File: src/rtl/cbus_err_capture.sv
// rtl/cbus_err_capture.sv - cbus timeout error capture: shadow, rise detect, capture FSM, saturating count, irq
// Optional: CBUS_ERR_TIMESTAMP_EN adds a free-running timestamp captured alongside the address.
module cbus_err_capture #(
  parameter int AW  = 16,
  parameter int DW  = 32,
  parameter int CW  = 8,
  parameter int TSW = 16
) (
  input  logic          clk,
  input  logic          sreset,
  input  logic          cbus_m_req,
  input  logic          cbus_m_cmd,
  input  logic [AW-1:0] cbus_m_addr,
  input  logic [DW-1:0] cbus_m_wdata,
  input  logic          cbus_access_err,
  input  logic          err_clr,
  input  logic          cnt_clr,
  input  logic          irq_en,
  output logic          err_valid,
  output logic [AW-1:0] err_addr,
  output logic          err_cmd,
  output logic [DW-1:0] err_wdata,
  output logic          err_overflow,
  output logic [CW-1:0] err_cnt,
  output logic          err_irq
`ifdef CBUS_ERR_TIMESTAMP_EN
  ,
  output logic [TSW-1:0] err_ts
`endif
);

  typedef enum logic {IDLE, HELD} state_t;

  state_t        r_state;
  logic [AW-1:0] r_sh_addr;
  logic          r_sh_cmd;
  logic [DW-1:0] r_sh_wdata;
  logic          r_err_d;
  logic          r_valid;
  logic [AW-1:0] r_addr;
  logic          r_cmd;
  logic [DW-1:0] r_wdata;
  logic          r_ovf;
  logic [CW-1:0] r_cnt;
  logic          r_irq;
  logic          w_rise;

  assign w_rise = cbus_access_err & ~r_err_d;

  // The error level lags the timed-out request, so the request is shadowed and held.
  always_ff @(posedge clk) begin
    if (sreset) begin
      r_sh_addr  <= '0;
      r_sh_cmd   <= 1'b0;
      r_sh_wdata <= '0;
      r_err_d    <= 1'b0;
    end else begin
      r_err_d <= cbus_access_err;
      if (cbus_m_req) begin
        r_sh_addr  <= cbus_m_addr;
        r_sh_cmd   <= cbus_m_cmd;
        r_sh_wdata <= cbus_m_cmd ? '0 : cbus_m_wdata;
      end
    end
  end

`ifdef CBUS_ERR_TIMESTAMP_EN
  logic [TSW-1:0] r_ts;
  logic [TSW-1:0] r_err_ts;
  assign err_ts = r_err_ts;
`endif

  always_ff @(posedge clk) begin
    if (sreset) begin
      r_state <= IDLE;
      r_valid <= 1'b0;
      r_addr  <= '0;
      r_cmd   <= 1'b0;
      r_wdata <= '0;
      r_ovf   <= 1'b0;
`ifdef CBUS_ERR_TIMESTAMP_EN
      r_ts     <= '0;
      r_err_ts <= '0;
`endif
    end else begin
`ifdef CBUS_ERR_TIMESTAMP_EN
      r_ts <= r_ts + 1'b1;
`endif
      case (r_state)
        IDLE: begin
          if (w_rise) begin
            r_addr  <= r_sh_addr;
            r_cmd   <= r_sh_cmd;
            r_wdata <= r_sh_wdata;
            r_valid <= 1'b1;
            r_state <= HELD;
`ifdef CBUS_ERR_TIMESTAMP_EN
            r_err_ts <= r_ts;
`endif
          end
        end
        HELD: begin
          if (w_rise && err_clr) begin
            r_addr  <= r_sh_addr;
            r_cmd   <= r_sh_cmd;
            r_wdata <= r_sh_wdata;
            r_ovf   <= 1'b0;
`ifdef CBUS_ERR_TIMESTAMP_EN
            r_err_ts <= r_ts;
`endif
          end else if (w_rise) begin
            r_ovf <= 1'b1;
          end else if (err_clr) begin
            r_valid <= 1'b0;
            r_ovf   <= 1'b0;
            r_state <= IDLE;
          end
        end
        default: r_state <= IDLE;
      endcase
    end
  end

  // Clear wins over saturation; a coincident rise still counts as the first event.
  always_ff @(posedge clk) begin
    if (sreset) begin
      r_cnt <= '0;
      r_irq <= 1'b0;
    end else begin
      r_irq <= r_valid & irq_en;
      if (cnt_clr) begin
        r_cnt <= w_rise ? CW'(1) : '0;
      end else if (w_rise && (r_cnt != {CW{1'b1}})) begin
        r_cnt <= r_cnt + 1'b1;
      end
    end
  end

  assign err_valid    = r_valid;
  assign err_addr     = r_addr;
  assign err_cmd      = r_cmd;
  assign err_wdata    = r_wdata;
  assign err_overflow = r_ovf;
  assign err_cnt      = r_cnt;
  assign err_irq      = r_irq;

endmodule

File: config.mk
export PLATFORM = sky130hd
export DESIGN_NAME = cbus_err_capture
export DESIGN_NICKNAME = d
export VERILOG_FILES = /design/src/rtl/cbus_err_capture.sv
export SDC_FILE = /design/constraint.sdc
export NUM_CORES = 1
export LEC_CHECK = 0
export ABC_CLOCK_PERIOD_IN_PS = 1600
export CORE_UTILIZATION = 40
export CTS_BUF_LIST = sky130_fd_sc_hd__clkbuf_8
export DETAILED_ROUTE_END_ITERATION = 7
export PLACE_DENSITY_LB_ADDON = 0.08
export SETUP_SLACK_MARGIN = 0.1
export SYNTH_ARGS = -nofsm -noshare
export SYNTH_HDL_FRONTEND = slang
export SYNTH_SLANG_ARGS = --single-unit
File: constraint.sdc
create_clock -name clk -period 1.6 [get_ports clk]
set_clock_uncertainty 0.05 [all_clocks]
set_input_delay 0.32 -clock clk [delete_from_list [all_inputs] [get_ports clk]]
set_output_delay 0.32 -clock clk [all_outputs]
set_load 0.01 [all_outputs]
==> flow_metrics.py <==
metrics = {
    "grt": {
        "use_met2_pct": 31.34,
        "grt_overflow": 0,
        "antenna_found_initial": 0,
        "grt_usage_pct": 19.67,
        "use_met3_pct": 4.616,
        "grt_pass1_vias": 3486,
        "grt_max_degree": 73,
        "grt_busiest_layer": "met2",
        "met1_usage_pct": 25.73,
        "grt_pass1_wl_mm": 17.36,
    },
    "setup_path": {
        "path_cells": "buf_4 > clkdlybuf4s15_1",
        "ff2ff_setup_slack_ns": 0.18,
        "crit_slowest_cell": "dfxtp_2",
        "reg2reg_from": "err_cnt[0]",
        "cp-start-kind": "register",
        "startpoint": "err_cnt[0]",
        "worstSetupPathType": "reg -> out",
        "crit_cells": 2,
        "path_delay_family": "buffers and inverters",
        "critPathMaxStageDelay_ns": 0.34,
        "worstReg2RegEnd": "err_cnt[4]",
        "critPathArrivalTime_ns": 1.07,
        "required_ns": 1.23,
        "cp-end-kind": "output pin",
        "cp-endpoint": "err_cnt[0]",
        "cp_num_buf_inv": 2,
        "critPathMaxFanout": 4,
        "r2r_cells": 4,
    },
    "cts": {
        "cts_resized": 71,
        "max-clock-path-buffers": 2,
        "postCtsHoldBufs": 0,
        "clk_latency_ns": 0.37,
        "cts_setup_buffers": 0,
        "cts_tree": "done",
        "clock_sinks": 111,
        "clk_pin_slew_ns": 0.11,
        "cts-root-buf": "clkbuf_8",
        "cts-buffers-inserted": 9,
        "htreeDepth": 3,
    },
    "synthesis": {
        "postSynthNetCount": 546,
        "synth.area.top_cells": "dfxtp_1 (52%), a21oi_1 (10%), nand3_1 (5.9%)",
        "yosysTopAreaCell": "dfxtp_1",
        "post-synth-top-count-cell": "dfxtp_1",
        "synth-seq-area-share_pct": 52.16,
        "synth_top_area_share_pct": 52.16,
        "syn_inst": 489,
        "synth-edff-count": 0,
        "synthFlopType": "dfxtp_1",
        "synth_cell_types": 37,
        "synthTopCellsByCount": "dfxtp_1 (111), a21oi_1 (89), nand3_1 (50), nor2_1 (50), o21ai_1 (50)",
        "synth_area_um2": 4260,
        "yosysWarnings": 0,
        "ys_ff_latch": 111,
        "syn_area_per_cell_um2": 8.712,
        "async_flop_share_pct": 0,
    },
    "sta": {
        "relSlewSlack_pct": 51.21,
        "min_period_over_period_pct": 90.17,
        "hold_viol_final": 0,
        "slew_viol_final": 0,
        "hold_ws_ns": 0.2380,
        "finalSetupViolCount": 0,
        "worst_slew_pin_slew_ns": 0.7318,
        "rsz0062_at_grt": "false",
        "period_minus_slack_ns": 1.443,
        "max_freq_ghz": 0.6931,
    },
    "detailed_routing": {
        "first_pass_iters": 4,
        "num_vias": 3714,
        "drc": 0,
        "vias_per_cell": 5.067,
        "drt_iter0_drc": 151,
        "wl_per_cell_um": 14.49,
        "postRouteWirelength_mm": 10.62,
        "antenna_left": 0,
    },
    "floorplan": {
        "core_area_um2": 10320,
        "die_area_um2": 11070,
        "num_rows": 37,
        "initial_core_util_pct": 41.27,
        "die_w_um": 105.2,
        "io_pins": 116,
        "fp.dieH_um": 105.2,
    },
    "final_layout": {
        "regArea_um2": 2235,
        "fillers": 1017,
        "drive_above_1_share_pct": 9.213,
        "fin_nets": 649,
        "multi_input_area_um2": 1821,
        "final_util_pct": 55.74,
        "areaGrowthSynthToFinish_pct": 35.07,
        "n_antenna_cell": 0,
    },
    "status": {
        "status": "completed",
    },
    "placed_design": {
        "hpwl_mm": 6.713,
        "place_congestion": 0.8086,
        "port-buffer-count": 115,
    },
    "power": {
        "power_mw": 5.127,
        "power_density_nw_per_um2": 891.1,
        "ir_drop_uv": 400.4,
        "p_leak_nw": 2.351,
    },
    "job": {
        "drv_cap": 0,
    },
    "min_path": {
        "hold_path_class": "in -> reg",
    },
}
## kinds of logic (layout without fill, tap and decap cells)
group                    Yosys count  in the layout  synth area share, %
AND/OR/NAND/NOR                  158            158                19.06
flip-flops                       111            111                52.16
adder cells (fa/ha/maj)            1              1               0.2936
AO/OA/AOI/OAI                    152            152                18.68
buffers and inverters             49            157                5.580
multiplexers                      18             18                4.229
## cells in the final DEF, fill, tap and decap left out, types with 3 or more instances in the layout
cell type        instances
a211oi_1                 6
a21oi_1                 88
and3_1                   3
buf_12                   7
buf_4                   15
clkbuf_8                11
clkdlybuf4s50_1         53
clkinv_4                 4
dfxtp_1                103
dfxtp_2                  7
dlygate4sd2_1           58
inv_1                    5
mux2i_1                 18
nand2_1                  5
nand3_1                 50
nor2_1                  50
nor2b_1                 33
o21ai_1                 50
## worst min path at each step
stage                     slack (ns)     startpoint  depth (start not counted)           end
after CTS                       0.23         sreset                          4    err_cnt[6]
after global routing            0.25         sreset                          4    err_cnt[6]
final                           0.24         sreset                          4    err_cnt[3]
after floorplan                 0.37        err_clr                          1  err_overflow
after detailed placement        0.40  r_sh_wdata[8]                          2  err_wdata[8]
after global placement          0.39  r_sh_wdata[7]                          2  err_wdata[7]
## routing by layer
metal	vias to the layer above	wire [µm]
met1	1695	4834
li1	1908	-
met4	0	150
met2	100	5010
met3	11	629
met5	-	0
## through the flow
step / std cells / worst slack, ns / area [µm²] / setup TNS [ns]
after floorplan: 489 / 0.1330 / 4260 / 0
after global placement: 717 / -0.1278 / 5617 / -5.966
after detailed placement: 717 / -0.1763 / 5617 / -7.800
after CTS: 733 / 0.1357 / 5751 / 0
after global routing: 733 / 0.1014 / 5754 / 0
final: 733 / 0.1573 / 5754 / 0
## worst min-delay path: cells and delay by family
family,cells,cell delay (ns)
AND/OR/NAND/NOR,2,0.17
buffers and inverters,1,0.10
AO/OA/AOI/OAI,1,0.05
## report_power, final
| part | switching (mW) | total [mW] | internal (mW) |
|---|---|---|---|
| Combinational | 0.302 | 0.601 | 0.299 |
| Clock | 0.963 | 1.63 | 0.663 |
| Sequential | 0.0469 | 2.90 | 2.85 |
| Total | 1.31 | 5.13 | 3.82 |
## area by class of cell
| type | instances | area share, % |
|---|---|---|
| clock buffer | 11 | 2.631 |
| clock inverter | 5 | 0.7393 |
| inverter | 5 | 0.3262 |
| multi-input combinational | 329 | 31.64 |
| sequential | 111 | 38.83 |
| tap | 136 | 2.957 |
| timing repair buffer | 136 | 22.87 |
## registers in the layout (all words and copies together), names as in the netlist, 8 cells and up
name / flops
err_addr: 16
r_sh_wdata: 32
r_sh_addr: 16
err_cnt: 8
err_wdata: 32
No activity file was read; power rests on OpenSTA's default activity.
